File: src/rtl/mips150_lsu.sv
// MIPS150 load/store unit: handshaked, multi-cycle path from the X-stage address to DMEM/IMEM/IO.
// Define LSU_ERR_STICKY_EN to add sticky first-error capture (err_clr, err_sticky, err_addr).
module mips150_lsu #(
   parameter int unsigned DATA_W   = 32,
   parameter int unsigned MEM_AW   = 12,
   parameter logic [3:0]  DMEM_TAG = 4'h1,
   parameter logic [3:0]  IMEM_TAG = 4'h2,
   parameter logic [3:0]  IO_TAG   = 4'h8
) (
   input  logic                clk,
   input  logic                rst,
   input  logic                req_valid,
   output logic                req_ready,
   input  logic                req_we,
   input  logic [1:0]          req_size,
   input  logic                req_uns,
   input  logic [31:0]         req_addr,
   input  logic [DATA_W-1:0]   req_wdata,
   input  logic [4:0]          req_rd,
   output logic                mem_valid,
   input  logic                mem_ready,
   output logic [1:0]          mem_sel,
   output logic [DATA_W/8-1:0] mem_we,
   output logic [MEM_AW-1:0]   mem_addr,
   output logic [DATA_W-1:0]   mem_wdata,
   input  logic                mem_rvalid,
   input  logic [DATA_W-1:0]   mem_rdata,
   output logic                resp_valid,
   output logic [4:0]          resp_rd,
   output logic [DATA_W-1:0]   resp_data,
   output logic                resp_err
`ifdef LSU_ERR_STICKY_EN
  ,input  logic                err_clr,
   output logic                err_sticky,
   output logic [31:0]         err_addr
`endif
);

   localparam int unsigned LANES = DATA_W / 8;
   localparam int unsigned OFF_W = $clog2(LANES);
   localparam int unsigned WA_W  = MEM_AW + OFF_W;

   typedef enum logic [1:0] {StIdle, StCmd, StRdWait, StResp} lsuState_t;
   lsuState_t stateQ, stateD;

   logic              weQ, unsQ, respErrQ;
   logic [1:0]        sizeQ, selQ;
   logic [WA_W-1:0]   addrQ;
   logic [DATA_W-1:0] wdataQ, respDataQ;
   logic [4:0]        rdQ;

   logic              accept, reqErr, misaligned, unmapped;
   logic [1:0]        reqSel;
   int unsigned       nBytes, byteOff;
   logic [LANES-1:0]  storeEn;
   logic [DATA_W-1:0] storeData, shifted, field, fill, loadExt;
   logic              unusedAddr;

   assign unusedAddr = ^req_addr[27:WA_W];
   assign accept     = (stateQ == StIdle) && req_valid;

   always_comb begin
      reqSel   = 2'b00;
      unmapped = 1'b0;
      if (req_addr[31:28] == DMEM_TAG)      reqSel = 2'b00;
      else if (req_addr[31:28] == IMEM_TAG) reqSel = 2'b01;
      else if (req_addr[31:28] == IO_TAG)   reqSel = 2'b10;
      else                                  unmapped = 1'b1;
      case (req_size)
         2'b00:   misaligned = 1'b0;
         2'b01:   misaligned = req_addr[0];
         2'b10:   misaligned = |req_addr[1:0];
         default: misaligned = |req_addr[2:0];
      endcase
      reqErr = misaligned | unmapped | (!req_we && reqSel == 2'b01)
             | (req_size == 2'b11 && DATA_W < 64);
   end

   always_comb begin
      stateD = stateQ;
      unique case (stateQ)
         StIdle:   if (req_valid) stateD = reqErr ? StResp : StCmd;
         StCmd:    if (mem_ready) stateD = weQ ? StIdle : StRdWait;
         StRdWait: if (mem_rvalid) stateD = StResp;
         StResp:   stateD = StIdle;
         default:  stateD = StIdle;
      endcase
   end

   // Lane i (from LSB) holds byte address LANES-1-i; store data repeats every nBytes lanes.
   always_comb begin
      nBytes  = 32'd1 << sizeQ;
      byteOff = 32'(addrQ[OFF_W-1:0]);
      for (int unsigned i = 0; i < LANES; i++) begin
         storeEn[i]          = (i + byteOff + nBytes >= LANES) && (i + byteOff < LANES);
         storeData[8*i +: 8] = wdataQ[8*(i % nBytes) +: 8];
      end
      shifted = mem_rdata << (8 * byteOff);
      field   = shifted >> (DATA_W - 8 * nBytes);
      fill    = {DATA_W{1'b1}} << (8 * nBytes);
      loadExt = (!unsQ && shifted[DATA_W-1]) ? (field | fill) : field;
   end

   always_ff @(posedge clk or negedge rst) begin
      if (!rst) begin
         stateQ    <= StIdle;
         weQ       <= 1'b0;
         unsQ      <= 1'b0;
         sizeQ     <= 2'b00;
         selQ      <= 2'b00;
         addrQ     <= '0;
         wdataQ    <= '0;
         rdQ       <= '0;
         respDataQ <= '0;
         respErrQ  <= 1'b0;
      end else begin
         stateQ <= stateD;
         if (accept) begin
            weQ       <= req_we;
            unsQ      <= req_uns;
            sizeQ     <= req_size;
            selQ      <= reqSel;
            addrQ     <= req_addr[WA_W-1:0];
            wdataQ    <= req_wdata;
            rdQ       <= req_rd;
            respErrQ  <= reqErr;
            respDataQ <= '0;
         end else if (stateQ == StRdWait && mem_rvalid) begin
            respDataQ <= loadExt;
         end
      end
   end

   assign req_ready  = (stateQ == StIdle);
   assign mem_valid  = (stateQ == StCmd);
   assign mem_sel    = selQ;
   assign mem_addr   = addrQ[WA_W-1:OFF_W];
   assign mem_wdata  = storeData;
   assign mem_we     = (mem_valid && weQ) ? storeEn : '0;
   assign resp_valid = (stateQ == StResp);
   assign resp_rd    = rdQ;
   assign resp_data  = respDataQ;
   assign resp_err   = respErrQ;

`ifdef LSU_ERR_STICKY_EN
   // Clear wins over a simultaneous new error; only the first error address is kept.
   always_ff @(posedge clk or negedge rst) begin
      if (!rst) begin
         err_sticky <= 1'b0;
         err_addr   <= '0;
      end else if (err_clr) begin
         err_sticky <= 1'b0;
         err_addr   <= '0;
      end else if (accept && reqErr && !err_sticky) begin
         err_sticky <= 1'b1;
         err_addr   <= req_addr;
      end
   end
`else
   // Errors are visible only through resp_err.
`endif

endmodule
File: config.mk
export PLATFORM = sky130hd
export DESIGN_NAME = mips150_lsu
export DESIGN_NICKNAME = d
export VERILOG_FILES = /design/src/rtl/mips150_lsu.sv
export SDC_FILE = /design/constraint.sdc
export NUM_CORES = 1
export LEC_CHECK = 0
export CAP_MARGIN = 20
export CORE_ASPECT_RATIO = 0.9
export CORE_MARGIN = 2
export CORE_UTILIZATION = 52
export CTS_CLUSTER_DIAMETER = 100
export DETAILED_ROUTE_END_ITERATION = 10
export PLACE_DENSITY = 0.87
export SYNTH_ARGS = -nofsm -noshare
export SYNTH_HDL_FRONTEND = slang
export SYNTH_SLANG_ARGS = --single-unit
export TNS_END_PERCENT = 20
File: constraint.sdc
create_clock -name clk -period 7 [get_ports clk]
set_clock_uncertainty 0.05 [all_clocks]
set_input_delay 1.05 -clock clk [delete_from_list [all_inputs] [get_ports clk]]
set_output_delay 1.05 -clock clk [all_outputs]
set_load 0.1 [all_outputs]
; After elaboration in Yosys (flattened, before gate mapping)
; Cells that the tools add are included.
[totals]
output_inout_bits = 91
ff_bits = 92
in_bits = 110
word_cells = 89
[op_classes]
n_lt_le_gt_ge = 8
n_eq_ne = 13
reduce_logical = 17
div = 4
n_addsub = 8
mux = 17
n_bitwise = 4
shift = 8
[ops]
columns = operator, n
row1 = $shiftx A32 B33 Y8, 4
row2 = $ge A32 B3 Y1 const B, 4
row3 = $add A32 B32 Y32, 3
row4 = $mux W32, 3
row5 = $mod A2 B32 Y32 const A, 2
row6 = $add A2 B32 Y32, 1
row7 = $mod A0 B32 Y32, 1
row8 = $mod A1 B32 Y32 const A, 1
row9 = $or A32 B32 Y32, 1
row10 = $shl A1 B2 Y32 const A, 1
row11 = $shl A32 B32 Y32 const A, 1
row12 = $shl A32 B5 Y32, 1
row13 = $shr A32 B32 Y32, 1
row14 = $sub A6 B32 Y32 const A, 1
row15 = $mux W2, 8
row16 = $logic_and A1 B1 Y1, 9
row17 = $lt A3 B3 Y1 const B, 3
row18 = $eq A2 B2 Y1 const B, 4
row19 = $pmux W2 S4, 1
row20 = $add A2 B2 Y3 const A, 2
row21 = $eq A2 B1 Y1 const B, 3
row22 = $eq A4 B1 Y1 const B, 1
row23 = $eq A4 B2 Y1 const B, 1
row24 = $eq A4 B4 Y1 const B, 1
row25 = 14 further kinds, 21

; Longest topological paths before layout
; Gate-level depths: netlist of run 1.
[depth]
word_depth = 11
ltp_mapped = 16

; Least setup slack after synthesis of run 1
; OpenSTA, ideal clock, no wires.
[synth_path]
kind = register to output
start = reg sizeQ[0]
end = out mem_wdata[16]
path_stages_with_launch = 15
n_path_buf = 6
t_arrival_ns = 5.761
t_required_ns = 5.900
path_slack_ns = 0.139
cell_sequence = dfrtp_1 inv_1 ha_1 buf_2 inv_1 buf_2 clkbuf_1 buf_2 ha_1 clkbuf_1 a22o_1 a21oi_1 clkbuf_1 nand2_1 a311oi_1
[synth_between]
elab_chain_cells = 3
[synth_lines]
columns = element, line_no
row1 = "start, declared", 47  ; logic [1:0] sizeQ, selQ;
row2 = "start signal, assigned", 121  ; sizeQ <= req_size;
row3 = $shl A1 B2 Y32, 92  ; nBytes = 32'd1 << sizeQ;
row4 = $mod A2 B32 Y32, 96  ; storeData[8*i +: 8] = wdataQ[8*(i % nBytes) +: 8];
row5 = $shiftx A32 B33 Y8, 96
row6 = "end, declared", 25  ; output logic [DATA_W-1:0] mem_wdata,
; Every way passes these cells.

; Worst setup path in the final report of run 1
[layout_path]
start = reg sizeQ[0]
end = out mem_wdata[0]
[layout_between]
elab_chain_cells = 3
[layout_lines]
columns = element, line_no
row1 = $shl A1 B2 Y32, 92
row2 = $mod A0 B32 Y32, 96
row3 = $shiftx A32 B33 Y8, 96
; Every way passes these cells.

==> flow_metrics.env, run 1 <==
export IMPL_crit_fanout=35
export IMPL_core_um2=12540
export IMPL_routedWlPerCell_um=20.51
export IMPL_rrSetupSlack_ps=3650
export IMPL_worstPathArrival_ps=4720
export IMPL_cts_buffers=9
export IMPL_ys_seq_area_share_pct=34.76
export IMPL_yosysWarnings=0
export IMPL_end_kind="output port"
export IMPL_cts_hold_buf=0
export IMPL_syn_nets=832
export IMPL_ys_top_cells_by_area="dfrtp_1, mux2_2, mux2i_1, nand2_1, ha_1"
export IMPL_die_area_um2=13660
export IMPL_period_share_pct=83.08
export IMPL_setup_violations=0
export IMPL_synth_edf_count=0
export IMPL_dp_hpwl_um=14880
export IMPL_worst_pin_slew_ps=1096
export IMPL_cap_violations=0
export IMPL_drt_iter0_drc=506
export IMPL_cts_tree="built"
export IMPL_timing_setup_tns_ps=0
export IMPL_cp_slowest_cell="a2111o_1"
export IMPL_max_slew_margin_pct=26.92
export IMPL_critical_path_top_delay_family="compound AO/OA/AOI/OAI gates"
export IMPL_multi_input_area_um2=3924
export IMPL_grt_overflow=0
export IMPL_htree_levels=3
export IMPL_rows=39
export IMPL_synth_cells=697
export IMPL_via_per_inst=6.290
export IMPL_synth_top_cell_area_share_pct=34.76
export IMPL_setup_slack_ps=1185
export IMPL_synth_area_leader_cell="dfrtp_1"
export IMPL_start_kind="flip-flop"
export IMPL_grt_max_degree=67
export IMPL_start_util_pct=52.82
export IMPL_grt_pass1_vias=6224
export IMPL_cp_slowest_stage_delay_ps=550
export IMPL_crit_type="flip-flop to output port"
export IMPL_syn_to_final_growth_pct=35.87
export IMPL_syn_area_per_cell_um2=9.503
export IMPL_crit_required_ps=5900
export IMPL_grt_pass1_wl_um=32800
export IMPL_cts_root_buf="clkbuf_16"
export IMPL_grt_usage_pct=30.85
export IMPL_outcome="complete, no violations"
export IMPL_first_pass_iters=5
export IMPL_clockBufferDepth=2
export IMPL_vias=6378
export IMPL_postCtsSetupBuffers=0
export IMPL_rsz0062_at_grt="no"
export IMPL_fmax_mhz=172.0
export IMPL_cp_cell_sequence="inv_1, ha_1, inv_1, ha_1, or2_1, a311o_1, a211oi_4, buf_4, a21oi_2, a2111o_1, o2bb2ai_1, buf_12"
export IMPL_ff_latch_area_um2=2302
export IMPL_portBuffers=186
export IMPL_insertion_delay_ps=350
export IMPL_fin_crit_ps=5815
export IMPL_cts_sinks=92
export IMPL_hold_class="flip-flop to flip-flop"
export IMPL_hold_slack_ps=439.4
export IMPL_fin_util_pct=71.76
export IMPL_cts_resized=0
export IMPL_die_y_um=111.1
export IMPL_drv_slew=0
export IMPL_antennaDiodeCount=0
export IMPL_synth_main_ff_cell="dfrtp_1"
export IMPL_ios=201
export IMPL_async_flop_share_pct=100.0
export IMPL_drcViolationCount=0
export IMPL_postRouteAntennaNets=0
export IMPL_routed_wl_um=20800
export IMPL_nets=980
export IMPL_place_congestion=0.9798
export IMPL_num_fill_cells=882
export IMPL_path_buf_inv=4
export IMPL_drive_gt1_share_pct=17.29
export IMPL_die_w_um=123.0
export IMPL_preCtsSetupSlack_ps=1581
export IMPL_hold_viol=0
export IMPL_syn_area_um2=6624
export IMPL_yosys_register_bits=92
export IMPL_antenna_found_initial=0
export IMPL_clk_pin_slew_ps=70
export IMPL_ys_types=57
[cell families (layout without fill, tap and decap cells)]
family	after synthesis	in the layout	synth area share, %
AO/OA/AOI/OAI	213	213	23.33
AND/OR/NAND/NOR	164	164	11.67
multiplexers	106	106	18.76
buffers and inverters	96	249	6.290
flip-flops	92	92	34.76
adder cells (fa/ha/maj)	25	25	5.062
XOR/XNOR	1	1	0.1322
[cells in the final DEF, fill, tap and decap left out, types with 3 or more instances in the layout]
master,count
and2_1,10
buf_4,29
o2bb2ai_1,15
o32ai_1,8
nor2b_1,17
nor2_1,19
mux2_2,65
a211oi_1,33
nand2b_1,4
a221oi_1,16
o21a_1,3
mux4_2,8
o22ai_1,8
buf_12,16
ha_1,22
nand2_1,82
dfrtp_1,92
clkbuf_16,9
a311oi_1,8
o211ai_1,17
clkdlybuf4s50_1,153
mux2i_1,33
inv_1,31
nor3_1,15
o32a_1,9
o21ai_0,32
a21oi_1,31
a31oi_1,9
fa_1,3
o211a_1,8
[per-stage QoR]
step / area [µm²] / instances
global route: 9000 / 1014
detailed placement: 8626 / 993
floorplan: 6624 / 697
global placement: 8598 / 992
CTS: 8945 / 1009
finish: 9000 / 1014
[metal layers]
metal | wire (µm) | global-route usage (%) | up-vias
met1 | 8717 | 42.75 | 3115
met4 | 565 | 9.848 | 0
li1 | - | - | 2891
met2 | 9675 | 46.63 | 326
met5 | 0 | 0 | -
met3 | 1838 | 8.848 | 46
[state kept, by name (all words and copies together) (netlist names), 2 cells and up]
| register | count |
|---|---|
| sizeQ | 2 |
| wdataQ | 32 |
| mem_sel | 2 |
| stateQ | 2 |
| resp_rd | 5 |
| addrQ | 14 |
| resp_data | 32 |
[area by class of cell]
cell class                 count  share of cell area [%]
inverter                      32                   1.335
tap                          164                   2.280
sequential                    92                   25.58
clock inverter                 7                   1.043
clock buffer                   9                   2.502
multi-input combinational    509                   43.60
timing repair buffer         201                   23.66
[worst reg2reg max path, cell delays in order, from the launching register on]
cell	delay [ps]
dfrtp_1	450
inv_1	160
ha_1	420
inv_1	240
ha_1	590
nor2b_1	650
and2_1	390
nand2_1	110
a31oi_1	220
[cell usage after synthesis (2+ instances only)]
master     number
a311oi_1        8
dfrtp_1        92
o211ai_1       17
a211oi_1       34
o21ai_0        32
o21a_1          3
inv_1          31
nor3_1         15
nand2_1        83
fa_1            3
o22ai_1         8
buf_2           9
a21oi_1        31
nand2b_1        4
o32a_1          9
buf_4          12
a31oi_1         9
nor2_1         19
a221oi_1       16
a22o_1          2
nand3b_1        2
o32ai_1         8
and2_1         10
nor2b_1        17
mux2_2         65
ha_1           22
nand3_1         2
o211a_1         8
buf_1           9
or3b_2          2
mux2i_1        33
clkbuf_1       34
o21ai_1         2
o2bb2ai_1      15
mux4_2          8
nor3b_1         2
[worst paths after layout]
check / end / startpoint / cells after the start
worst max-delay path: mem_wdata[0] / sizeQ[0] / 12
worst min-delay path: resp_data[29] / resp_data[29] / 2
worst max register to register: resp_data[12] / sizeQ[1] / 8
worst min register to register: resp_data[29] / resp_data[29] / 2
max in group asynchronous: resp_data[31] / rst / 2
min in group asynchronous: wdataQ[13] / rst / 1
Power of run 1 is not shown: default switching activity piles up to over one toggle a cycle in this logic, so the estimate is an artifact.
==> run 2, diff against run 1 <==
--- a/config.mk
+++ b/config.mk
@@ -8,10 +8,10 @@
 export CAP_MARGIN = 20
 export CORE_ASPECT_RATIO = 0.9
 export CORE_MARGIN = 2
-export CORE_UTILIZATION = 52
+export CORE_UTILIZATION = 44
 export CTS_CLUSTER_DIAMETER = 100
 export DETAILED_ROUTE_END_ITERATION = 10
-export PLACE_DENSITY = 0.87
+export PLACE_DENSITY = 0.79
 export SYNTH_ARGS = -nofsm -noshare
 export SYNTH_HDL_FRONTEND = slang
 export SYNTH_SLANG_ARGS = --single-unit
==> constraint.sdc (replaced) <==
create_clock -name clk -period 4.75 [get_ports clk]
set_clock_uncertainty 0.05 [all_clocks]
set_input_delay 0.7125 -clock clk [delete_from_list [all_inputs] [get_ports clk]]
set_output_delay 0.7125 -clock clk [all_outputs]
set_load 0.1 [all_outputs]
==> run 2 against run 1 <==
Compared with the run above:
- non-clock buffer count up 6
- via count down 2.6%
- critical path depth down 2
- critical path type unchanged
- highest routed layer unchanged
==> flow_metrics.env, run 2 (synthesis results as in run 1) <==
export IMPL_hold_viol=0
export IMPL_die_area_um2=16050
export IMPL_grt_max_degree=64
export IMPL_fin_cells=1055
export IMPL_start_kind="flip-flop"
export IMPL_syn_to_final_growth_pct=45.35
export IMPL_htree_levels=3
export IMPL_drv_slew=0
export IMPL_antenna_found_initial=1
export IMPL_cts_root_buf="clkbuf_16"
export IMPL_rsz0062_at_grt="no"
export IMPL_worstPathArrival_ps=3820
export IMPL_ff_latch_area_um2=2302
export IMPL_end_kind="output port"
export IMPL_cts_buffers=9
export IMPL_ios=201
export IMPL_cap_violations=0
export IMPL_vias=6210
export IMPL_core_um2=14710
export IMPL_clk_pin_slew_ps=80
export IMPL_rows=42
export IMPL_crit_type="flip-flop to output port"
export IMPL_portBuffers=186
export IMPL_setup_violations=0
export IMPL_routed_wl_um=20430
export IMPL_grt_pass1_vias=5726
export IMPL_routedWlPerCell_um=19.36
export IMPL_period_share_pct=96.53
export IMPL_hold_class="input port to asynchronous set/reset pin"
export IMPL_dp_hpwl_um=14990
export IMPL_cts_sinks=92
export IMPL_cts_tree="built"
export IMPL_worst_pin_slew_ps=1095
export IMPL_drt_iter0_drc=654
export IMPL_grt_pass1_wl_um=31430
export IMPL_preCtsSetupSlack_ps=383.6
export IMPL_rrSetupSlack_ps=1900
export IMPL_final_common_cell="clkdlybuf4s50_1"
export IMPL_reg2regPathDepth=9
export IMPL_final_cell_mix="clkdlybuf4s50_1, dfrtp_1, nand2_1"
export IMPL_crit_required_ps=3990
export IMPL_start_util_pct=45.02
export IMPL_postRouteAntennaNets=0
export IMPL_fin_util_pct=65.43
export IMPL_reg2reg_to="resp_data[11]"
export IMPL_insertion_delay_ps=350
export IMPL_grt_overflow=0
export IMPL_via_per_inst=5.886
export IMPL_setup_slack_ps=164.8
export IMPL_outcome="complete, no violations"
export IMPL_nets=986
export IMPL_crit_fanout=54
export IMPL_fmax_mhz=218.1
export IMPL_die_w_um=133.3
export IMPL_drive_gt1_share_pct=21.85
export IMPL_placed_cells=1034
export IMPL_first_pass_iters=5
export IMPL_num_fill_cells=1174
export IMPL_max_slew_margin_pct=26.98
export IMPL_reg2reg_from="sizeQ[0]"
export IMPL_fin_crit_ps=4585
export IMPL_clockBufferDepth=2
export IMPL_place_congestion=0.9471
export IMPL_multi_input_area_um2=4289
export IMPL_drcViolationCount=0
export IMPL_grt_usage_pct=24.80
export IMPL_die_y_um=120.4
[run 2: changes by cell type in the layout (fill, tap and decap cells not counted), moves of 2 or more]
cell,delta
a311oi_1,-8
clkinv_8,+2
buf_12,+17
o2bb2ai_1,-8
o22ai_1,-8
buf_6,+2
buf_16,-2
o2bb2ai_4,+8
o22ai_2,+8
buf_4,-9
clkdlybuf4s50_1,-4
a311oi_4,+8
[run 2: area by class of cell]
| type | count | share of cell area, % |
|---|---|---|
| clock inverter | 7 | 0.9227 |
| sequential | 92 | 23.91 |
| multi-input combinational | 509 | 44.55 |
| antenna | 1 | 0.02599 |
| tap | 198 | 2.573 |
| clock buffer | 9 | 2.339 |
| timing repair buffer | 207 | 24.43 |
| inverter | 32 | 1.248 |
[run 2: routing by layer]
layer	share of wire [%]	vias up	global-route usage, %
met5	0	-	0
met4	2.0	0	6.449
li1	-	2910	-
met2	45	287	37.24
met3	8.3	32	5.241
met1	45	2981	36.43
[run 2: worst max path at each step]
stage / from / endpoint / slack (ps) / cells after the start
floorplan: stateQ[1] / mem_we[2] / -230 / 3
global placement: sizeQ[0] / mem_wdata[0] / 400 / 10
detailed placement: sizeQ[0] / mem_wdata[0] / 380 / 10
CTS: sizeQ[0] / mem_wdata[0] / 10 / 10
global route: sizeQ[0] / mem_wdata[1] / 6 / 10
finish: sizeQ[0] / mem_wdata[0] / 160 / 10
[run 2: stage by stage]
stage	setup TNS, ps	hold slack (ps)	cell area, µm²
2_1_floorplan	-1974	366.9	6979
3_3_place_gp	0	410.6	9260
3_5_place_dp	0	420.1	9260
4_1_cts	0	404.6	9574
5_1_grt	0	461.2	9625
6_report	0	369.2	9628
[run 2: what timing repair did]
action,in CTS,in global routing
hold buffers,0,0
gates resized for setup,0,6
endpoints found under the setup margin,0,15
setup buffers,0,0
[run 2: worst max-delay path, stage by stage (launching register included)]
cell and delay [ps]:
dfrtp_1 450, inv_1 160, ha_2 240, buf_8 310
or4b_1 460, a211oi_1 410, a211oi_4 80, buf_4 260
a2111o_2 640, o2bb2ai_4 240, buf_12 190
Power of run 2 is left out for the same reason.
